==> config.mk <==
export PLATFORM = sky130hd
export DESIGN_NAME = i2c_codec_responder
export DESIGN_NICKNAME = d
export VERILOG_FILES = /design/src/rtl/i2c_codec_responder.sv
export SDC_FILE = /design/constraint.sdc
export NUM_CORES = 1
export LEC_CHECK = 0
export CAP_MARGIN = 25
export CORE_ASPECT_RATIO = 1.4
export CORE_UTILIZATION = 61
export CTS_BUF_LIST = sky130_fd_sc_hd__clkbuf_8
export CTS_CLUSTER_SIZE = 8
export DETAILED_ROUTE_END_ITERATION = 8
export PLACE_DENSITY = 0.82
export RECOVER_POWER = 25
export SLEW_MARGIN = 20
export SYNTH_ARGS = -nofsm -noshare
export SYNTH_HDL_FRONTEND = slang
export SYNTH_SLANG_ARGS = --single-unit
==> constraint.sdc <==
create_clock -name i_clk -period 3.6 [get_ports i_clk]
set_input_delay 0.36 -clock i_clk [delete_from_list [all_inputs] [get_ports i_clk]]
set_output_delay 0.36 -clock i_clk [all_outputs]
set_load 0.05 [all_outputs]
==> src/rtl/i2c_codec_responder.sv <==
// rtl/i2c_codec_responder.sv - I2C target for 3-byte codec writes ({DEV_ADDR,W}, {addr,d[8]}, d[7:0])
// Synchronizes raw SCL/SDA, decodes START/STOP/bits, ACKs matching writes and commits them to a 9-bit register file.
module i2c_codec_responder #(
  parameter logic [6:0] DEV_ADDR  = 7'h1A,
  parameter int         NUM_REGS  = 10,
  parameter logic [6:0] RESET_REG = 7'h0F
) (
  input  logic       i_clk,
  input  logic       i_rst,
  input  logic       i_sclk,
  input  logic       i_sdat,
  output logic       o_sdat_oe,
  input  logic [3:0] i_rd_addr,
  output logic [8:0] o_rd_data,
  output logic       o_wr_valid,
  output logic [6:0] o_wr_addr,
  output logic [8:0] o_wr_data,
  output logic       o_busy,
  output logic       o_err,
  output logic [2:0] o_state
);

  typedef enum logic [2:0] {
    IDLE, ADDR, ACK_A, BYTE1, ACK_1, BYTE2, ACK_2, IGNORE
  } state_t;

  state_t     state, state_n;
  logic       scl_s1, scl_s2, scl_d;
  logic       sda_s1, sda_s2, sda_d;
  logic       scl_rise, scl_fall, start, stop;
  logic [2:0] cnt, cnt_n;
  logic [6:0] shift, shift_n;
  logic [7:0] byte1, byte1_n;
  logic [7:0] in_byte;
  logic       ack_low, ack_low_n;
  logic       commit;
  logic [6:0] wr_addr;
  logic [8:0] wr_data;
  logic [8:0] regs [NUM_REGS];
  logic [8:0] rd_data;

  always_ff @(posedge i_clk) begin
    if (i_rst) begin
      {scl_s1, scl_s2, scl_d} <= 3'b111;
      {sda_s1, sda_s2, sda_d} <= 3'b111;
    end else begin
      {scl_s1, scl_s2, scl_d} <= {i_sclk, scl_s1, scl_s2};
      {sda_s1, sda_s2, sda_d} <= {i_sdat, sda_s1, sda_s2};
    end
  end

  // Requiring SCL high in both samples drops any cycle where SCL and SDA toggle together.
  assign scl_rise = scl_s2 & ~scl_d;
  assign scl_fall = ~scl_s2 & scl_d;
  assign start    = scl_s2 & scl_d & sda_d & ~sda_s2;
  assign stop     = scl_s2 & scl_d & ~sda_d & sda_s2;

  assign in_byte  = {shift, sda_s2};
  assign wr_addr  = byte1[7:1];
  assign wr_data  = {byte1[0], in_byte};

  always_comb begin
    state_n   = state;
    cnt_n     = cnt;
    shift_n   = shift;
    byte1_n   = byte1;
    ack_low_n = ack_low;
    commit    = 1'b0;
    case (state)
      ADDR, BYTE1, BYTE2: begin
        if (scl_rise) begin
          shift_n = in_byte[6:0];
          cnt_n   = cnt + 3'd1;
          if (cnt == 3'd7) begin
            ack_low_n = 1'b0;
            case (state)
              ADDR:    state_n = (in_byte == {DEV_ADDR, 1'b0}) ? ACK_A : IGNORE;
              BYTE1: begin
                byte1_n = in_byte;
                state_n = ACK_1;
              end
              default: begin
                commit  = 1'b1;
                state_n = ACK_2;
              end
            endcase
          end
        end
      end
      ACK_A, ACK_1, ACK_2: begin
        // First fall after bit 8 pulls SDA low; the fall ending the 9th clock releases it.
        if (scl_fall) begin
          if (!ack_low) begin
            ack_low_n = 1'b1;
          end else begin
            ack_low_n = 1'b0;
            cnt_n     = 3'd0;
            case (state)
              ACK_A:   state_n = BYTE1;
              ACK_1:   state_n = BYTE2;
              default: state_n = IGNORE;
            endcase
          end
        end
      end
      default: ;
    endcase
    if (stop) begin
      state_n   = IDLE;
      ack_low_n = 1'b0;
    end else if (start) begin
      state_n   = ADDR;
      cnt_n     = 3'd0;
      ack_low_n = 1'b0;
    end
  end

  always_ff @(posedge i_clk) begin
    if (i_rst) begin
      state      <= IDLE;
      cnt        <= 3'd0;
      shift      <= 7'd0;
      byte1      <= 8'd0;
      ack_low    <= 1'b0;
      o_sdat_oe  <= 1'b0;
      o_wr_valid <= 1'b0;
      o_err      <= 1'b0;
      o_busy     <= 1'b0;
      o_wr_addr  <= 7'd0;
      o_wr_data  <= 9'd0;
      for (int i = 0; i < NUM_REGS; i++) regs[i] <= 9'd0;
    end else begin
      state      <= state_n;
      cnt        <= cnt_n;
      shift      <= shift_n;
      byte1      <= byte1_n;
      ack_low    <= ack_low_n;
      o_sdat_oe  <= ack_low;
      o_wr_valid <= commit;
      o_err      <= commit && (wr_addr >= 7'(NUM_REGS)) && (wr_addr != RESET_REG);
      if (start) o_busy <= 1'b1;
      else if (stop) o_busy <= 1'b0;
      if (commit) begin
        o_wr_addr <= wr_addr;
        o_wr_data <= wr_data;
        if (wr_addr == RESET_REG) begin
          for (int i = 0; i < NUM_REGS; i++) regs[i] <= 9'd0;
        end else begin
          for (int i = 0; i < NUM_REGS; i++)
            if (wr_addr == 7'(i)) regs[i] <= wr_data;
        end
      end
    end
  end

  always_comb begin
    rd_data = 9'd0;
    for (int i = 0; i < NUM_REGS; i++)
      if (i_rd_addr == 4'(i)) rd_data = regs[i];
  end

  assign o_rd_data = rd_data;
  assign o_state   = state;

endmodule

==> qor.yml, run 1 <==
endpoint: "regs[5][6]"
arrival_ns: 3.06
layout.cells.non_filler: 752
globalplace.congestion: 0.877
synth_common_cells: "and2_1 (94), edfxtp_1 (90), nand2_1 (61)"
min_period_ns: 2.98
grt_start_max_net_pins: 50
clockBufferDepth: 2
synth.yosys.seq_area_share: 0.569
placed_cell_area_mm2: 0.00694
cp-start-kind: "input pin"
finish.utilization: 0.708
r2r-start: "cnt[0]"
antenna_found_initial: 0
dieArea_mm2: 0.0110
drt_iter0_drc: 301
r2r-end: "regs[5][6]"
routed_wl_um: 14600
multi_input_area_mm2: 0.00255
synth-edff-count: 90
relSlewSlack: -0.406
power.density_mw_per_mm2: 451
async_flop_share: 0
nets: 611
crit_type: "input pin to register"
cts_buffers: 17
post_cts_buffers: 0
hold_ws_ns: 0.410
worst_slew_pin_slew_ns: 2.11
rrSetupSlack_ns: 0.70
grt_overflow: 0
tns_ns: 0
grt_util_all_layers: 0.284
p_leak_nw: 2.66
crit_required_ns: 3.68
fill_cells: 744
die_w_um: 88.9
viasPerCell: 6.10
cts_tree: "done"
setup_viol: 0
cts-resized-gates: 0
clkSinkCount: 138
clk_latency_ns: 0.44
wl_met2_um: 7740
endpoint_kind: "register"
fin_worst_skew_ns: 0.0114
met1_length_um: 5710
timing.fmax_mhz: 335
grt_pass1_vias: 4262
yosysMostFrequentCell: "and2_1"
drtPass1Iterations: 4
synth_seq_cells: 138
synth_top_area_share: 0.419
syn_to_final_growth_pct: 13.7
htree_levels: 4
violations: "max-capacitance violations, max-slew violations"
post-route-period-util: 0.828
rsz0062_at_grt: "false"
drc: 0
cts_hold_buf: 0
synth_cells: 575
yosys.area.top_type: "edfxtp_1"
synth-main-ff-cell: "edfxtp_1"
cts_root_buf: "clkbuf_8"
final_max_slew_viol_count: 50
ant_nets: 0
design_area_mm2: 0.00733
place_inst: 720
synth_cell_types: 65
grt_pass1_wl_um: 22300
cap_violations: 1
regArea_mm2: 0.00366
wl_per_cell_um: 19.4
die_height_um: 124
drive_gt1_frac: 0.124
finalHoldViolCount: 0
avgSynthCellArea_um2: 11.2
route.met3.wl_um: 744
dr_total_vias: 4590
crit_start: "i_rst"
ios: 40
core_area_mm2: 0.0103
hold_class: "register to register"
synth_area_leaders: "edfxtp_1 (42%), dfxtp_1 (15%), and2_1 (9.1%)"
start_util: 0.623
reg2regPathDepth: 6
post-place-ws_ns: 0.672
syn-num-nets: 585
fin_ws_ns: 0.618
diodes: 0
power_mw: 3.30
hpwl_um: 9700
synthesis.area_mm2: 0.00644
clk_pin_slew_ns: 0.07
outcome: "finished with violations"
cp_max_fo: 49
portBuffers: 39
top_layer_used: "met4"
fp-row-count: 44
synth_warnings: 0
vdd_drop_max_mv: 0.410
[kinds of logic (layout without fill, tap and decap cells)]
group,count (synthesis),count (layout),share of synthesized area
AO/OA/AOI/OAI,112,112,0.118
XOR/XNOR,1,1,0.00136
adder cells (fa/ha/maj),2,2,0.00388
buffers and inverters,48,87,0.0344
flip-flops,138,138,0.569
multiplexers,23,23,0.0371
AND/OR/NAND/NOR,251,251,0.237
[flip-flops by register name (all words and copies together), names as in the netlist, 3 cells and up]
name       flops
o_wr_addr      7
shift          7
regs          90
cnt            3
o_state        3
byte1          8
o_wr_data      9
[per-layer routing]
layer  global-route usage  vias up
met5                    0        -
li1                     -     2133
met1                0.320     2242
met2                0.497      178
met4                0.140        0
met3               0.0683       37
[power by group]
part	switching, mW	internal (mW)	leakage [nW]	total (mW)
sequential	0.0260	1.73	1.26	1.76
combinational	0.156	0.101	1.20	0.256
clock	0.606	0.685	0.201	1.29
total	0.787	2.52	2.66	3.30
[placed cells by master, fill, tap and decap left out, types with 7 or more instances in the layout]
cell / n
and2_1: 91
edfxtp_1: 90
nand2_1: 61
dfxtp_1: 48
a21oi_1: 37
dlygate4sd3_1: 20
clkbuf_8: 17
mux2i_1: 16
nor2_1: 16
buf_4: 13
nand2b_1: 12
o21ai_0: 12
clkdlybuf4s50_1: 9
or2_2: 8
mux2_2: 7
a221oi_1: 7
a22o_1: 7
nand3_1: 7
[worst min-delay path by stage]
stage,start,endpoint,slack (ns),cells past startpoint
2_1_floorplan,scl_s1,scl_s2,0.39,1
6_report,sda_s1,sda_s2,0.41,1
4_1_cts,sda_s1,sda_s2,0.41,1
3_5_place_dp,sda_s1,sda_s2,0.39,1
3_3_place_gp,sda_s1,sda_s2,0.39,1
5_1_grt,sda_s1,sda_s2,0.43,1
[layout make-up]
cell class / count / share of cell area
timing repair buffer: 50 / 0.0703
multi-input combinational: 389 / 0.348
inverter: 5 / 0.00256
tap: 138 / 0.0236
sequential: 138 / 0.500
clock inverter: 15 / 0.0241
clock buffer: 17 / 0.0319
[worst max-delay path, cell delays in order]
cell and delay (ns):
clkbuf_1 1.48, a41oi_1 0.57, nand2b_1 0.63
(Power assumes the default switching activity.)
==> inputs of run 2 (changes only) <==
- clock period: 3.6 -> 2.95 ns (I/O delays scaled with it)
==> run 2 against run 1 <==
Net effect:
- the flow still finishes with violations (max-capacitance violations, max-slew violations)
- sequential share of layout area down 1.1 points
- clock power is 49% higher
- highest routed layer unchanged
- routed wire length rose by 2.3%
- final area grew 2.3%
- largest power group unchanged
==> qor.yml, run 2 (synthesized netlist as in run 1, its figures left out) <==
diodes: 0  # unchanged
cts-resized-gates: 0  # unchanged
p_leak_nw: 2.76  # +3.8%
power.share.clock: 0.438  # +0.048
syn_to_final_growth_pct: 16.4
post-place-ws_ns: 0.254  # -0.419 ns
outcome: "finished with violations"
ios: 40  # unchanged
violations: "max-capacitance violations, max-slew violations"
grt_start_max_net_pins: 44  # -12%
portBuffers: 39  # unchanged
die_w_um: 88.9  # unchanged
clockBufferDepth: 2  # unchanged
finalHoldViolCount: 0  # unchanged
multi_input_area_mm2: 0.00255  # unchanged
nets: 622  # +1.8%
fp-row-count: 44  # unchanged
crit_start: "i_rd_addr[1]"
sequentialPowerShare: 0.489  # -0.043
place_inst: 731  # +1.5%
cp_max_fo: 13  # -73%
timing.fmax_mhz: 371
final_common_cell: "edfxtp_1"
design_area_mm2: 0.00750  # +2.3%
ant_nets: 0  # unchanged
drtPass1Iterations: 4  # unchanged
cts_hold_buf: 0  # unchanged
relSlewSlack: -0.109  # +0.297
p_int_mw: 3.42  # +36%
cap_violations: 1  # unchanged
cp-start-kind: "input pin"
hpwl_um: 10200  # +5.2%
endpoint_kind: "output port"
largest_reg_flops: 90  # unchanged
worst_slew_pin_slew_ns: 1.66  # -0.445 ns
start_util: 0.623  # unchanged
tns_ns: 0  # unchanged
drive_gt1_frac: 0.138  # +0.0138
clk_pin_slew_ns: 0.07  # about the same
fill_cells: 736  # -1.1%
vdd_drop_max_mv: 0.440  # +7.3%
routed_wl_um: 14900  # +2.3%
rsz0062_at_grt: "false"
clk_latency_ns: 0.44  # about the same
setup_viol: 0  # unchanged
globalplace.congestion: 0.872  # -0.52%
final_max_slew_viol_count: 44  # -12%
cts_tree: "done"
grt_util_all_layers: 0.293  # +0.00916
combPwrFrac: 0.073  # -0.005
hold_path.startpoint: "scl_s1"
drc: 0  # unchanged
crit_type: "input pin to output port"
viasPerCell: 5.98  # -2.0%
hold_class: "register to register"
dr_total_vias: 4563  # -0.59%
power.density_mw_per_mm2: 585  # +30%
cts_root_buf: "clkbuf_8"
grt_pass1_wl_um: 23100  # +3.7%
reg_top3: "regs: 90 flops, o_wr_data: 9 flops, byte1: 8 flops"
fin_worst_skew_ns: 0.00923  # -0.00216 ns
grt_pass1_vias: 4420  # +3.7%
crit_required_ns: 2.65  # -1.03 ns
die_height_um: 124  # unchanged
htree_levels: 4  # unchanged
min_period_ns: 2.70
arrival_ns: 2.40  # -0.66 ns
layout.cells.non_filler: 763  # +1.5%
placed_cell_area_mm2: 0.00702  # +1.2%
antenna_found_initial: 0  # unchanged
post_cts_buffers: 0  # unchanged
core_area_mm2: 0.0103  # unchanged
r2r-start: "cnt[0]"
cts_buffers: 17  # unchanged
final_cell_mix: "edfxtp_1 (90), and2_1 (88), nand2_1 (61)"
clkSinkCount: 138  # unchanged
grt_overflow: 0  # unchanged
fin_ws_ns: 0.255  # -0.363 ns
post-route-period-util: 0.914
largest_register: "regs"
wl_per_cell_um: 19.6  # +0.80%
regArea_mm2: 0.00366  # unchanged
dieArea_mm2: 0.0110  # unchanged
drt_iter0_drc: 254  # -16%
sw_frac_of_total: 0.219  # -0.0190
p_switching_mw: 0.961  # +22%
-- run 2: routing by layer --
layer | vias to the layer above | track usage | wire length, um
met5 | - | 0 | 0
met4 | 0 | 0.125 | 405
met3 | 28 | 0.0517 | 534
met2 | 120 | 0.527 | 8030
met1 | 2264 | 0.338 | 5960
li1 | 2151 | - | -
-- run 2: path summary, 6_finish.rpt --
kind                            cells past startpoint  slack, ns           end
worst min-delay path                                1       0.41        scl_s2
worst max register to register                      6       0.29    regs[6][1]
worst min register to register                      1       0.41        scl_s2
worst max-delay path                                7       0.25  o_rd_data[5]
-- run 2: per-stage QoR --
stage	util	hold slack, ns	total power [mW]
floorplan	-	0.389	2.38
global placement	0.678	0.393	2.50
detailed placement	0.678	0.397	2.51
CTS	0.727	0.403	4.40
global route	0.725	0.434	4.50
finish	0.725	0.412	4.38
-- run 2: layout make-up --
type,instances,share of cell area
inverters,5,0.00250
flip-flops and latches,138,0.488
repair buffers,61,0.0792
clock buffers,17,0.0312
well taps,138,0.0230
clock inverters,15,0.0359
multi-input cells,389,0.340
-- run 2: power by group through the flow --
stage               sequential (mW)  combinational (mW)  clock [mW]
floorplan                      2.18               0.205           0
global placement               2.19               0.315           0
detailed placement             2.19               0.321           0
CTS                            2.14               0.323        1.93
global route                   2.15               0.342        2.01
finish                         2.14               0.321        1.92
-- run 2: worst max-delay path, cell delays in order --
cell	delay [ns]
clkdlybuf4s50_1	0.60
buf_4	0.28
nor3b_1	0.40
a21o_1	0.18
a31oi_1	0.04
o311ai_1	0.40
buf_12	0.20
==> inputs of run 3 (changes only) <==
- CORE_UTILIZATION: 61 -> 59
- CTS_BUF_LIST: sky130_fd_sc_hd__clkbuf_8 -> not set
- PLACE_DENSITY: 0.82 -> 0.79
- TNS_END_PERCENT: not set -> 100
==> run 3 against run 2 <==
Net effect:
- the flow still finishes with violations (max-capacitance violations, max-slew violations)
- final area is 0.12% higher
- hold slack worse by 0.0023 ns
- clock power is 3% lower
- combinational power hardly changed
- final cell count is 0.79% lower
- flip-flop and latch count stayed put
- via count hardly changed
- core utilization is 1.1 points lower
- sequential share of layout area is 0.057 points lower
- die area is 3.3% higher
- critical path type unchanged
- critical endpoint unchanged
- largest cell class unchanged
==> qor.yml, run 3 (synthesized netlist as in run 1, its figures left out) <==
outcome: "finished with violations"
violations: "max-capacitance violations, max-slew violations"
slowest_delay_ns: 0.56  # -0.04 ns
dr_total_vias: 4559  # -0.088%
grt_start_max_net_pins: 44  # unchanged
antenna_found_initial: 0  # unchanged
cts-resized-gates: 0  # unchanged
cp.buffers_inverters: 2  # -1
die_w_um: 90.3  # +1.6%
worst_slew_pin_slew_ns: 1.70  # +0.0382 ns
timing.fmax_mhz: 370  # -0.28%
fin_worst_skew_ns: 0.00778  # -0.00144 ns
reg_top3: "regs: 90 flops, o_wr_data: 9 flops, byte1: 8 flops"
globalplace.congestion: 0.896  # +2.7%
largest_register: "regs"
drtPass1Iterations: 5  # +1
cap_violations: 1  # unchanged
clk_latency_ns: 0.42  # -0.02 ns
final_max_slew_viol_count: 44  # unchanged
power.density_mw_per_mm2: 578  # -1.1%
cts_buffers: 17  # unchanged
ant_nets: 0  # unchanged
grt_util_all_layers: 0.269  # -0.0239
fill_cells: 743  # +0.95%
htree_levels: 4  # unchanged
largest_reg_flops: 90  # unchanged
clockBufferDepth: 2  # unchanged
routed_wl_um: 14400  # -3.7%
drc: 0  # unchanged
endpoint_kind: "output port"
drt_iter0_drc: 293  # +15%
post_cts_buffers: 0  # unchanged
die_height_um: 126  # +1.7%
clkSinkCount: 138  # unchanged
tns_ns: 0  # unchanged
finish.utilization: 0.714  # -0.0105
hpwl_um: 9790  # -4.0%
hold_class: "register to register"
vdd_drop_max_mv: 0.475  # +7.9%
min_period_ns: 2.70  # +0.00769 ns
finalHoldViolCount: 0  # unchanged
crit_type: "input pin to output port"
core_area_mm2: 0.0105  # +1.6%
diodes: 0  # unchanged
syn_to_final_growth_pct: 16.5
cp_max_fo: 10  # -3
ios: 40  # unchanged
grt_overflow: 0  # unchanged
setup_viol: 0  # unchanged
dieArea_mm2: 0.0113  # +3.3%
wl_per_cell_um: 19.0  # -3.0%
final_common_cell: "and2_1"
start_util: 0.613  # -0.00978
crit_path_cell_trace: "clkdlybuf4s50_1 -> and3b_1 -> o21ai_1 -> o221ai_1 -> o311ai_1 -> buf_12"
nets: 618  # -0.64%
rsz0062_at_grt: "false"
cts_hold_buf: 0  # unchanged
viasPerCell: 6.02  # +0.70%
cp-start-kind: "input pin"
cp_slowest_cell: "clkdlybuf4s50_1"
arrival_ns: 2.41  # about the same
final_cell_mix: "and2_1 (92), edfxtp_1 (90), nand2_1 (61)"
post-route-period-util: 0.916  # +0.00261
grt_pass1_wl_um: 23200  # +0.66%
drive_gt1_frac: 0.123  # -0.0148
hold_ws_ns: 0.410  # -0.00225 ns
fp-row-count: 44  # unchanged
portBuffers: 39  # unchanged
worst_path_dominant_cell_family: "compound AO/OA/AOI/OAI gates"
p_leak_nw: 2.76  # -0.34%
cts_root_buf: "clkbuf_16"
grt_pass1_vias: 4524  # +2.4%
crit_required_ns: 2.65  # about the same
relSlewSlack: -0.134  # -0.0255
clk_pin_slew_ns: 0.05  # -0.02 ns
cts_tree: "done"
[run 3: worst paths after layout]
kind	startpoint	slack, ns	to	cells past startpoint
max	i_rd_addr[1]	0.25	o_rd_data[5]	6
min	scl_s1	0.41	scl_s2	1
max reg2reg	cnt[0]	0.27	regs[2][8]	6
min reg2reg	scl_s1	0.41	scl_s2	1
[run 3: where the power goes]
part | total, mW | internal [mW] | switching, mW | leakage (nW)
clock network | 1.87 | 1.13 | 0.738 | 0.248
logic | 0.319 | 0.127 | 0.192 | 1.25
registers | 2.15 | 2.12 | 0.0330 | 1.26
total | 4.34 | 3.38 | 0.963 | 2.76
[run 3: layout make-up]
class / count / area, um^2 / share of cell area
clock buffers: 20 / 437 / 0.0581
clock inverters: 10 / 80.1 / 0.0107
inverters: 5 / 18.8 / 0.00250
multi-input cells: 389 / 2550 / 0.339
flip-flops and latches: 138 / 3660 / 0.488
well taps: 138 / 173 / 0.0230
repair buffers: 57 / 589 / 0.0785
[run 3: per-layer routing]
layer  part of all wire  track usage  vias up
met4              0.049        0.163        0
met3              0.042       0.0465       51
met5                  0            0        -
met1               0.40        0.310     2216
met2               0.51        0.467      150
li1                   -            -     2142
[run 3: per-stage QoR]
step           cell area, um^2  std cells  setup slack [ns]  power, mW
2_1_floorplan             6440        575             0.240       2.38
3_3_place_gp              7020        727             0.322       2.50
3_5_place_dp              7020        727             0.255       2.51
4_1_cts                   7530        757             0.252       4.35
5_1_grt                   7510        757            0.0966       4.45
6_report                  7510        757             0.247       4.34
